$ cat src/rtl/frame_gen_seq.sv
// Ethernet test-frame generator: header, sequence number, launch timestamp
// and byte-index padding, streamed to the MAC TX byte interface.
module frame_gen_seq #(
    parameter int unsigned FRAME_LEN  = 60,
    parameter int unsigned IFG_CYCLES = 100,
    parameter int unsigned NUM_FRAMES = 0,
    parameter logic [47:0] DST_MAC    = 48'hFFFFFFFFFFFF,
    parameter logic [47:0] SRC_MAC    = 48'h004e46324300,
    parameter logic [15:0] ETH_TYPE   = 16'h88B5
) (
    input  logic        tx_clk,
    input  logic        reset,
    input  logic        start,
    input  logic        stop,
    output logic        conf_tx_en,
    output logic        conf_tx_jumbo_en,
    output logic        conf_tx_no_gen_crc,
    output logic [7:0]  mac_tx_data,
    output logic        mac_tx_dvld,
    input  logic        mac_tx_ack,
    output logic        busy,
    output logic [31:0] frames_sent
);

    typedef enum logic [1:0] {
        IDLE,
        WAIT_ACK,
        SEND,
        GAP
    } state_t;

    localparam logic [10:0] LAST_IDX = 11'(FRAME_LEN - 1);
    localparam logic [15:0] GAP_LAST = 16'(IFG_CYCLES - 1);
    localparam logic [31:0] RUN_LEN  = 32'(NUM_FRAMES);

    state_t      state_q, state_d;
    logic [10:0] idx_q, idx_d;
    logic [15:0] gap_q, gap_d;
    logic [31:0] run_q, run_d;
    logic        stop_q, stop_d;
    logic [31:0] seq_q, seq_d;
    logic [31:0] lts_q, lts_d;
    logic [31:0] sent_q, sent_d;
    logic [31:0] ts_q;
    logic [7:0]  data_q, data_d;
    logic        dvld_q, dvld_d;
    logic        busy_q;
    logic        en_q;

    logic [175:0] hdr;
    logic [7:0]   hdr_b [32];
    logic [7:0]   byte_d;

    always_ff @(posedge tx_clk) begin
        if (reset) begin
            state_q <= IDLE;
            idx_q   <= '0;
            gap_q   <= '0;
            run_q   <= '0;
            stop_q  <= 1'b0;
            seq_q   <= '0;
            lts_q   <= '0;
            sent_q  <= '0;
            ts_q    <= '0;
            data_q  <= '0;
            dvld_q  <= 1'b0;
            busy_q  <= 1'b0;
            en_q    <= 1'b0;
        end else begin
            state_q <= state_d;
            idx_q   <= idx_d;
            gap_q   <= gap_d;
            run_q   <= run_d;
            stop_q  <= stop_d;
            seq_q   <= seq_d;
            lts_q   <= lts_d;
            sent_q  <= sent_d;
            ts_q    <= ts_q + 32'd1;
            data_q  <= data_d;
            dvld_q  <= dvld_d;
            busy_q  <= (state_d != IDLE);
            en_q    <= 1'b1;
        end
    end

    always_comb begin
        state_d = state_q;
        idx_d   = idx_q;
        gap_d   = gap_q;
        run_d   = run_q;
        stop_d  = stop_q | stop;
        seq_d   = seq_q;
        lts_d   = lts_q;
        sent_d  = sent_q;
        unique case (state_q)
            IDLE: begin
                stop_d = 1'b0;
                if (start && !stop) begin
                    state_d = WAIT_ACK;
                    idx_d   = '0;
                    run_d   = '0;
                end
            end
            WAIT_ACK: begin
                idx_d = '0;
                if (mac_tx_ack) begin
                    state_d = SEND;
                    idx_d   = 11'd1;
                    lts_d   = ts_q;
                end
            end
            SEND: begin
                if (idx_q == LAST_IDX) begin
                    state_d = GAP;
                    gap_d   = '0;
                    sent_d  = sent_q + 32'd1;
                    seq_d   = seq_q + 32'd1;
                    run_d   = run_q + 32'd1;
                end else begin
                    idx_d = idx_q + 11'd1;
                end
            end
            GAP: begin
                if (gap_q == GAP_LAST) begin
                    idx_d = '0;
                    // a stop seen on this very cycle still ends the run
                    if (stop_d || (RUN_LEN != 0 && run_q == RUN_LEN)) begin
                        state_d = IDLE;
                        stop_d  = 1'b0;
                    end else begin
                        state_d = WAIT_ACK;
                    end
                end else begin
                    gap_d = gap_q + 16'd1;
                end
            end
            default: begin
                state_d = IDLE;
            end
        endcase
    end

    // bytes 0..21 come from the header; 22..31 fall back to their index
    always_comb begin
        hdr = {DST_MAC, SRC_MAC, ETH_TYPE, seq_q, lts_q};
        for (int k = 0; k < 22; k++) begin
            hdr_b[k] = hdr[8*(21-k) +: 8];
        end
        for (int k = 22; k < 32; k++) begin
            hdr_b[k] = 8'(k);
        end
    end

    always_comb begin
        byte_d = idx_d[7:0];
        if (idx_d < 11'd32) begin
            byte_d = hdr_b[idx_d[4:0]];
        end
        dvld_d = (state_d == WAIT_ACK) || (state_d == SEND);
        data_d = dvld_d ? byte_d : 8'h00;
    end

    assign conf_tx_en         = en_q;
    assign conf_tx_jumbo_en   = 1'b0;
    assign conf_tx_no_gen_crc = 1'b0;
    assign mac_tx_data        = data_q;
    assign mac_tx_dvld        = dvld_q;
    assign busy               = busy_q;
    assign frames_sent        = sent_q;

endmodule

$ cat config.mk
export PLATFORM = sky130hd
export DESIGN_NAME = frame_gen_seq
export DESIGN_NICKNAME = d
export VERILOG_FILES = /design/src/rtl/frame_gen_seq.sv
export SDC_FILE = /design/constraint.sdc
export NUM_CORES = 1
export LEC_CHECK = 0
export BUFFER_PORTS_ARGS = -buffer_cell sky130_fd_sc_hd__buf_2
export CAP_MARGIN = 5
export CORE_MARGIN = 3
export CORE_UTILIZATION = 53
export DETAILED_ROUTE_END_ITERATION = 12
export GPL_ROUTABILITY_DRIVEN = 1
export GPL_TIMING_DRIVEN = 1
export PLACE_DENSITY = 0.82
export SYNTH_ARGS = -nofsm -noshare
export SYNTH_HDL_FRONTEND = slang
export SYNTH_SLANG_ARGS = --single-unit
$ cat constraint.sdc
create_clock -name tx_clk -period 6 [get_ports tx_clk]
set_input_delay 1.2 -clock tx_clk [delete_from_list [all_inputs] [get_ports tx_clk]]
set_output_delay 1.2 -clock tx_clk [all_outputs]
set_load 0.05 [all_outputs]
==> results of run 1 <==
cell type report:
| cell class | count | area share, % |
|---|---|---|
| clock buffers | 19 | 5.02 |
| flip-flops and latches | 169 | 37.5 |
| repair buffers | 51 | 2.97 |
| inverters | 18 | 0.748 |
| well taps | 184 | 2.55 |
| multi-input cells | 770 | 49.4 |
| clock inverters | 13 | 1.86 |
final timing paths:
path / endpoint / slack [ns] / cells past startpoint
hold / removal: lts_q[24] / 0.46 / 2
setup reg to reg: mac_tx_data[5] / 2.40 / 9
setup / recovery: mac_tx_data[5] / 2.40 / 9
hold reg to reg: lts_q[24] / 0.46 / 2
worst max-delay path: stages, from the launching register on:
cell and delay [ns]:
dfxtp_1 0.34, inv_1 0.11, ha_1 0.60, nand2b_1 0.33, or3b_2 0.52, and3_1 0.47, a21oi_2 0.38, nor2_1 0.13
o31a_1 0.35, o31a_1 0.27
where the power goes:
group          internal, mW  leakage, nW  switching (mW)  total, mW
combinational        0.0206         1.70          0.0760     0.0965
clock                 0.681        0.294           0.464       1.14
sequential             1.13         1.36         0.00576       1.14
cells in the mapped netlist (3+ instances only):
library cell,n
dfxtp_1,169
nand2_1,151
nor2_1,141
a21oi_1,77
nand3_1,66
xor2_1,62
o21ai_0,37
clkbuf_1,33
nand4_1,23
xnor2_1,23
and3_1,22
or3_1,20
inv_1,18
mux2i_1,11
a31oi_1,10
and4_1,10
ha_1,10
nor3_1,10
buf_2,6
a211oi_1,5
buf_4,5
nand2b_1,5
o211ai_1,5
o21a_1,5
o31ai_1,5
a21o_1,4
buf_1,4
o31a_1,4
a22oi_1,3
nor4_1,3
o21ai_1,3
o221ai_1,3
cells by family after synthesis:
family | share of synthesized area, %
AOI/OAI and AO/OA | 14.3
xor gates and xnor gates | 9.17
adders and majority gates | 1.54
buffers and inverters | 3.51
DFF | 41.7
muxes | 1.63
other | 0.0462
and+or+nand+nor | 28.2
metrics by stage:
stage | instances | setup WS, ns | cell area, µm²
after floorplan | 1006 | 2.87 | 8130
final | 1224 | 2.40 | 9030
after global routing | 1224 | 2.20 | 9030
after CTS | 1224 | 2.52 | 9030
after global placement | 1192 | 2.39 | 8410
after detailed placement | 1192 | 2.31 | 8410
flip-flops by register name, summed over array words and instances, names as in the netlist:
signal       flops
ts_q            32
idx_q           11
state_q          2
seq_q           32
mac_tx_dvld      1
busy             1
mac_tx_data      8
frames_sent     32
stop_q           1
conf_tx_en       1
lts_q           32
gap_q           16
routing by layer:
layer | up-vias | GRT usage (%) | part of all wire [%] | wire length [µm]
met5 | - | 0 | 0 | 0
met4 | 0 | 10.0 | 2.9 | 549
met3 | 48 | 4.83 | 6.0 | 1140
met2 | 237 | 35.7 | 47 | 8880
met1 | 3423 | 30.8 | 45 | 8510
li1 | 3541 | - | - | -
==> flow_summary_export.csv, run 1 <==
group,metric,value,unit
run_status,outcome,"complete, but fails checks",
run_status,violations,"design-rule violations",
routing,drc,1,
layout,layout_commonest_cell,"dfxtp_1",
yosys,synth_seq_cells,169,
clocking,cts.path.max_buffers,2,
timing,finalSetupViolCount,0,
layout,postLayoutCoreUtil,61.2,%
routing,via_per_inst,5.92,
routing,drtIter0Drc,682,
timing,fin_worst_skew,0.00588,ns
layout,fin_nets,1042,
yosys,ys_warn_count,0,
die,core,14800,µm²
yosys,synthTopCellsByArea,"dfxtp_1 (42%), nand2_1 (7.0%), xor2_1 (6.7%)",
yosys,synth_top_area_share,41.7,%
clocking,ctsHtreeMaxLevel,4,
timing,min_period,3.60,ns
timing,drv_slew,0,
timing,tightest_slew,1.06,ns
timing,rsz0062_at_grt,"no",
power,peakVddDrop,0.193,mV
global_route,grt_pass1_wl,31.5,mm
timing,period_share,60.0,%
yosys,yosysSeqAreaShare,41.7,%
yosys,synth_cells,1005,
yosys,avgSynthCellArea,8.08,µm²
timing,slew-limit-headroom,29.0,%
setup_path,critPathMaxFanout,20,
routing,wire_per_inst,15.6,µm
timing,timing.fmax,278,MHz
clocking,post_cts.repair.setup_buffers,0,
placement,hpwl,13.1,mm
min_path,hold_path.class,"flip-flop to flip-flop",
layout,final_cell_mix,"dfxtp_1 (169), nand2_1 (151), nor2_1 (140)",
placement,io_buffers,47,
clocking,numClockSinks,169,
clocking,cts_hold_buffers,0,
yosys,synth_flop_cell,"dfxtp_1",
layout,diodes,0,
power,leakage,3.36,nW
power,cellPowerDensity,263,nW/µm²
yosys,syn_area,8120,µm²
layout,area_growth,11.2,%
clocking,cts.clk_slew.worst_paths,0.06,ns
layout,multi_input_area,4460,µm²
global_route,grt_usage,22.9,%
global_route,gr-total-overflow,0,
die,die_x,130,µm
clocking,clk_latency,0.43,ns
global_route,grt_max_degree,89,
setup_path,crit_path_end_kind,"flip-flop",
setup_path,critPathLaunch,"state_q[0]",
routing,first_pass_iters,9,
yosys,post_synth_num_cell_types,72,
clocking,cts_tree,"done",
clocking,root_buffer,"clkbuf_16",
setup_path,crit_arrival,3.92,ns
timing,setup-tns-final,0,ns
layout,seqCellArea,3380,µm²
global_route,grt_pass1_vias,6516,
yosys,yosysTopAreaCell,"dfxtp_1",
layout,fillers,1270,
timing,whs,0.461,ns
placement,gp_congestion,1.01,
setup_path,r2r_start,"state_q[0]",
routing,vias,7249,
routing,ant_nets,0,
die,initial_core_util,55.1,%
setup_path,critPathKind,"flip-flop to flip-flop",
clocking,cts_resized,0,
min_path,min-delay-start,"lts_q[24]",
die,dieArea,16800,µm²
yosys,async_flop_share,0,%
setup_path,start_kind,"flip-flop",
routing,wl,19.1,mm
yosys,synth_edf_count,0,
clocking,numCtsBuffers,17,
die,row_count,44,
die,num_io_pins,50,
die,chipHeight,130,µm
power,totalPowerFinal,2.38,mW
timing,finalHoldViolCount,0,
setup_path,worstPathRequired,6.32,ns
job,drv_cap,0,
global_route,antenna_found_initial,0,
layout,drive_above_1_share,10.5,%
(Power assumes the default switching activity.)
==> run 2: changes to the inputs <==
--- a/config.mk
+++ b/config.mk
@@ -12,7 +12,7 @@
 export DETAILED_ROUTE_END_ITERATION = 12
 export GPL_ROUTABILITY_DRIVEN = 1
 export GPL_TIMING_DRIVEN = 1
-export PLACE_DENSITY = 0.82
+export PLACE_DENSITY = 0.85
 export SYNTH_ARGS = -nofsm -noshare
 export SYNTH_HDL_FRONTEND = slang
 export SYNTH_SLANG_ARGS = --single-unit
==> constraint.sdc (replaced) <==
create_clock -name tx_clk -period 3.3 [get_ports tx_clk]
set_input_delay 0.66 -clock tx_clk [delete_from_list [all_inputs] [get_ports tx_clk]]
set_output_delay 0.66 -clock tx_clk [all_outputs]
set_load 0.05 [all_outputs]
==> run 2 against run 1 <==
  * The run now ends clean
  * Worst setup slack worse by 2.2 ns
  * Core utilization up 1.0 points
  * Via count down 0.57%
  * Worst hold slack worse by 0.00099 ns
  * Largest power group unchanged
==> flow_summary_export.csv, run 2 (synthesis gave the netlist of run 1 again) <==
group,metric,value,unit
timing,drv_slew,0,
clocking,cts_hold_buffers,0,
timing,finalHoldViolCount,0,
power,peakVddDrop,0.360,mV
clocking,cts.clk_slew.worst_paths,0.06,ns
timing,tightest_slew,1.06,ns
global_route,grt_pass1_vias,6684,
placement,placed_area,8550,µm²
global_route,grt_pass1_wl,32.0,mm
placement,hpwl,13.4,mm
power,pwr-share-clk,47.4,%
die,initial_core_util,55.1,%
setup_path,crit_path_end_kind,"flip-flop",
clocking,clk_latency,0.43,ns
routing,drtIter0Drc,679,
global_route,gr-total-overflow,0,
timing,min_period,3.14,ns
min_path,hold_path.class,"flip-flop to flip-flop",
min_path,holdPathEnd,"lts_q[6]",
setup_path,slowest_stage,"or3b_2",
layout,layout_commonest_cell,"dfxtp_1",
setup_path,critPathKind,"flip-flop to flip-flop",
clocking,root_buffer,"clkbuf_16",
power,totalPowerFinal,4.27,mW
layout,final_cell_count_no_fill,1245,
min_path,hold_depth,2,
clocking,numClockSinks,169,
power,leakage,3.46,nW
power,internal_power,3.32,mW
setup_path,critPathMaxFanout,12,
layout,fin_nets,1063,
setup_path,worstPathRequired,3.64,ns
setup_path,r2r_start,"state_q[1]",
routing,via_per_inst,5.79,
setup_path,crit_arrival,3.48,ns
die,row_count,44,
die,die_x,130,µm
job,drv_cap,0,
global_route,antenna_found_initial,0,
placement,gp_congestion,0.969,
routing,ant_nets,0,
routing,vias,7208,
clocking,cts_tree,"done",
min_path,min-delay-start,"lts_q[6]",
layout,drive_above_1_share,12.3,%
global_route,grt_max_degree,93,
die,core,14800,µm²
die,chipHeight,130,µm
layout,diodes,0,
placement,io_buffers,47,
run_status,outcome,"completed",
layout,postLayoutCoreUtil,62.2,%
timing,setup-tns-final,0,ns
die,num_io_pins,50,
setup_path,reg2reg_depth,10,
timing,fin_worst_skew,0.00919,ns
timing,period_share,95.1,%
global_route,grt_usage,23.3,%
layout,stdcell_area,9180,µm²
power,seqPwrFrac,48.4,%
timing,rsz0062_at_grt,"no",
clocking,cts.path.max_buffers,2,
timing,whs,0.460,ns
timing,setup_ws,0.162,ns
layout,fillers,1242,
die,dieArea,16800,µm²
routing,wl,19.2,mm
setup_path,critPathMaxStageDelay,0.50,ns
timing,slew-limit-headroom,29.2,%
power,cellPowerDensity,465,nW/µm²
setup_path,rrSetupSlack,0.16,ns
placement,post-place-cells,1211,
setup_path,start_kind,"flip-flop",
power,combPwrFrac,4.2,%
setup_path,worstPathCellList,"inv_1 -> ha_1 -> nand2b_1 -> or3b_2 -> and3_1 -> buf_4 -> mux2i_1 -> a221oi_1 -> o21bai_1 -> a31oi_1",
layout,final_cell_mix,"dfxtp_1 (169), nand2_1 (150), nor2_1 (140)",
power,switching_share,22.4,%
clocking,numCtsBuffers,17,
routing,first_pass_iters,6,
timing,finalSetupViolCount,0,
clocking,ctsHtreeMaxLevel,4,
routing,drc,0,
timing,timing.fmax,319,MHz
routing,wire_per_inst,15.4,µm
placement,dp_slack,0.143,ns
setup_path,reg2reg_to,"mac_tx_data[6]",
power,switchingPower,0.955,mW
layout,area_growth,13.0,%
run 2: changes by cell type in the layout (fill, tap and decap cells not counted), sizes merged:
cell	before	now
clkinvlp	4	2
buf	51	72
inv	21	20
bufinv	3	2
clkbuf	19	23
run 2: cell type report:
type / instances / area, µm² / share of cell area, %
clock inverter: 9 / 111 / 1.21
sequential: 169 / 3380 / 36.9
inverter: 18 / 67.6 / 0.736
multi-input combinational: 770 / 4460 / 48.6
clock buffer: 23 / 498 / 5.42
tap: 184 / 230 / 2.51
timing repair buffer: 72 / 425 / 4.63
run 2: power groups by stage:
| stage | registers [mW] | logic (mW) | clock network (mW) |
|---|---|---|---|
| finish | 2.07 | 0.179 | 2.03 |
| global route | 2.07 | 0.191 | 2.14 |
| CTS | 2.07 | 0.178 | 2.06 |
| detailed placement | 2.11 | 0.176 | 0 |
| global placement | 2.11 | 0.176 | 0 |
| floorplan | 2.15 | 0.0921 | 0 |
run 2: layer usage:
metal | global-route usage [%] | wire length (µm) | vias up
li1 | - | - | 3575
met1 | 30.2 | 8580 | 3390
met2 | 38.3 | 9170 | 206
met3 | 5.08 | 976 | 37
met4 | 8.44 | 432 | 0
met5 | 0 | 0 | -
run 2: worst max-delay path: cells and delay by family, from the launching register on:
| kind | cells | cell delay (ns) |
|---|---|---|
| buffers and inverters | 2 | 0.31 |
| DFF | 1 | 0.41 |
| adders and majority gates | 1 | 0.32 |
| muxes | 1 | 0.16 |
| and+or+nand+nor | 3 | 1.03 |
| AOI/OAI and AO/OA | 3 | 0.82 |
run 2: how the worst max path moves through the flow:
stage	start	endpoint	slack, ns	cells after the start
floorplan	stop	mac_tx_data[2]	0.71	11
global placement	state_q[1]	mac_tx_data[6]	0.28	11
detailed placement	gap_q[1]	mac_tx_data[6]	0.14	10
CTS	gap_q[1]	mac_tx_data[6]	0.10	10
global route	state_q[1]	mac_tx_data[6]	0.03	10
finish	state_q[1]	mac_tx_data[6]	0.16	10
run 2: repair_timing:
action                     CTS  global route
setup endpoints to repair    0             6
setup buffers                0             2
resized for setup            0             2
==> run 3: changes to the inputs <==
--- a/config.mk
+++ b/config.mk
@@ -7,7 +7,7 @@
 export LEC_CHECK = 0
 export BUFFER_PORTS_ARGS = -buffer_cell sky130_fd_sc_hd__buf_2
 export CAP_MARGIN = 5
-export CORE_MARGIN = 3
+export CORE_MARGIN = 1
 export CORE_UTILIZATION = 53
 export DETAILED_ROUTE_END_ITERATION = 12
 export GPL_ROUTABILITY_DRIVEN = 1
==> run 3 against run 2 <==
  * Cell area is 0.11% higher
  * Combinational power hardly changed
  * Clock power is essentially flat
  * Worst hold slack gained 0.0012 ns
  * Worst setup slack better by 0.055 ns
  * Global-route usage grew 2.2 points
  * Non-clock buffer count stayed put
  * Register-to-register slack improved by 0.05 ns
  * Routed wire length rose by 2.7%
  * Clock skew decreased by 0.00091 ns
  * Largest cell class unchanged
==> flow_summary_export.csv, run 3 (synthesis gave the netlist of run 1 again) <==
group,metric,value,unit
power,peakVddDrop,0.365,mV
die,row_count,44,
power,internal_power,3.23,mW
placement,io_buffers,47,
die,initial_core_util,55.1,%
setup_path,slowest_stage,"nor4_1",
setup_path,worstPathRequired,3.64,ns
power,pwr-share-clk,47.2,%
clocking,cts_hold_buffers,0,
timing,setup-tns-final,0,ns
routing,vias,7344,
placement,placed_area,8570,µm²
global_route,grt_max_degree,86,
timing,timing.fmax,324,MHz
clocking,cts_tree,"done",
layout,diodes,0,
global_route,grt_pass1_wl,32.6,mm
power,cellPowerDensity,463,nW/µm²
routing,via_per_inst,5.90,
placement,hpwl,13.5,mm
setup_path,crit_path_end_kind,"flip-flop",
routing,drtIter0Drc,767,
power,seqPwrFrac,48.6,%
power,switching_share,24.0,%
die,num_io_pins,50,
timing,finalSetupViolCount,0,
clocking,cts.path.max_buffers,2,
die,die_x,126,µm
job,drv_cap,0,
layout,drive_above_1_share,12.4,%
timing,fin_worst_skew,0.00827,ns
layout,layout_commonest_cell,"dfxtp_1",
global_route,grt_pass1_vias,6859,
clocking,cts.clk_slew.worst_paths,0.07,ns
setup_path,reg2reg_depth,10,
power,combPwrFrac,4.3,%
routing,first_pass_iters,5,
clocking,clk_latency,0.43,ns
setup_path,critPathMaxStageDelay,0.47,ns
setup_path,crit_arrival,3.42,ns
timing,tightest_slew,1.09,ns
clocking,numCtsBuffers,17,
setup_path,critPathKind,"flip-flop to flip-flop",
min_path,hold_depth,2,
timing,slew-limit-headroom,27.1,%
global_route,antenna_found_initial,0,
power,leakage,3.46,nW
power,switchingPower,1.02,mW
layout,stdcell_area,9190,µm²
placement,gp_congestion,0.960,
routing,ant_nets,0,
layout,fin_nets,1063,
die,chipHeight,126,µm
clocking,numClockSinks,169,
layout,final_cell_mix,"dfxtp_1 (169), nand2_1 (150), nor2_1 (140)",
timing,min_period,3.08,ns
timing,period_share,93.4,%
routing,drc,0,
setup_path,critPathMaxFanout,8,
power,totalPowerFinal,4.25,mW
clocking,ctsHtreeMaxLevel,4,
global_route,grt_usage,25.5,%
global_route,gr-total-overflow,0,
timing,drv_slew,0,
setup_path,start_kind,"flip-flop",
setup_path,worstPathCellList,"nor4_1 -> nand2_1 -> o21ai_4 -> a41oi_1 -> o22ai_1 -> nand4_1 -> buf_4 -> nand2b_1 -> o21bai_1 -> a31oi_1",
run_status,outcome,"completed",
timing,finalHoldViolCount,0,
layout,area_growth,13.1,%
min_path,hold_path.class,"flip-flop to flip-flop",
clocking,root_buffer,"clkbuf_16",
die,dieArea,15800,µm²
layout,postLayoutCoreUtil,62.3,%
die,core,14800,µm²
routing,wire_per_inst,15.8,µm
routing,wl,19.7,mm
-- run 3: changes by cell type in the layout (fill, tap and decap cells not counted), sizes merged --
cell / previous run / this run
clkinv: 3 / 4
inv: 20 / 24
clkbuf: 23 / 18
-- run 3: cell type report --
type | instances | area (µm²)
fillers | 1252 | 5560
well taps | 184 | 230
inverters | 18 | 67.6
repair buffers | 72 | 438
flip-flops and latches | 169 | 3380
multi-input cells | 770 | 4480
clock inverters | 14 | 163
clock buffers | 18 | 429
-- run 3: power by group through the flow --
stage	clock, mW	combinational, mW	sequential (mW)
after global routing	2.12	0.194	2.07
final	2.01	0.181	2.07
after CTS	2.04	0.178	2.07
after floorplan	0	0.0921	2.15
after detailed placement	0	0.177	2.11
after global placement	0	0.177	2.11
-- run 3: timing repair --
item | CTS | global route
endpoints found under the setup margin | 0 | 7
setup buffers | 0 | 1
resized for setup | 0 | 4
-- run 3: path summary, 6_finish.rpt --
| path | startpoint | slack (ns) | end |
|---|---|---|---|
| worst max-delay path | gap_q[2] | 0.22 | mac_tx_data[6] |
| worst min-delay path | lts_q[7] | 0.46 | lts_q[7] |
| worst max register to register | gap_q[2] | 0.22 | mac_tx_data[6] |
| worst min register to register | lts_q[7] | 0.46 | lts_q[7] |
-- run 3: critical path, delay by kind of cell (launching register included) --
kind            cells  cell delay, ns
simple gates        4            1.07
compound gates      5            1.37
buf+inv             1            0.19
flops               1            0.37
-- run 3: metal layers --
| metal | vias up | GRT usage, % | share of wire, % |
|---|---|---|---|
| met3 | 46 | 5.14 | 6.9 |
| met4 | 0 | 11.8 | 2.7 |
| met2 | 277 | 42.3 | 48 |
| li1 | 3584 | - | - |
| met5 | - | 0 | 0 |
| met1 | 3437 | 32.0 | 43 |
-- run 3: stage by stage --
stage	setup slack [ns]	hold slack [ns]	std cells
after global routing	-0.000984	0.481	1245
after global placement	0.0258	0.443	1212
final	0.217	0.461	1245
after detailed placement	0.111	0.448	1212
after CTS	0.0129	0.458	1244
after floorplan	0.705	0.434	1006
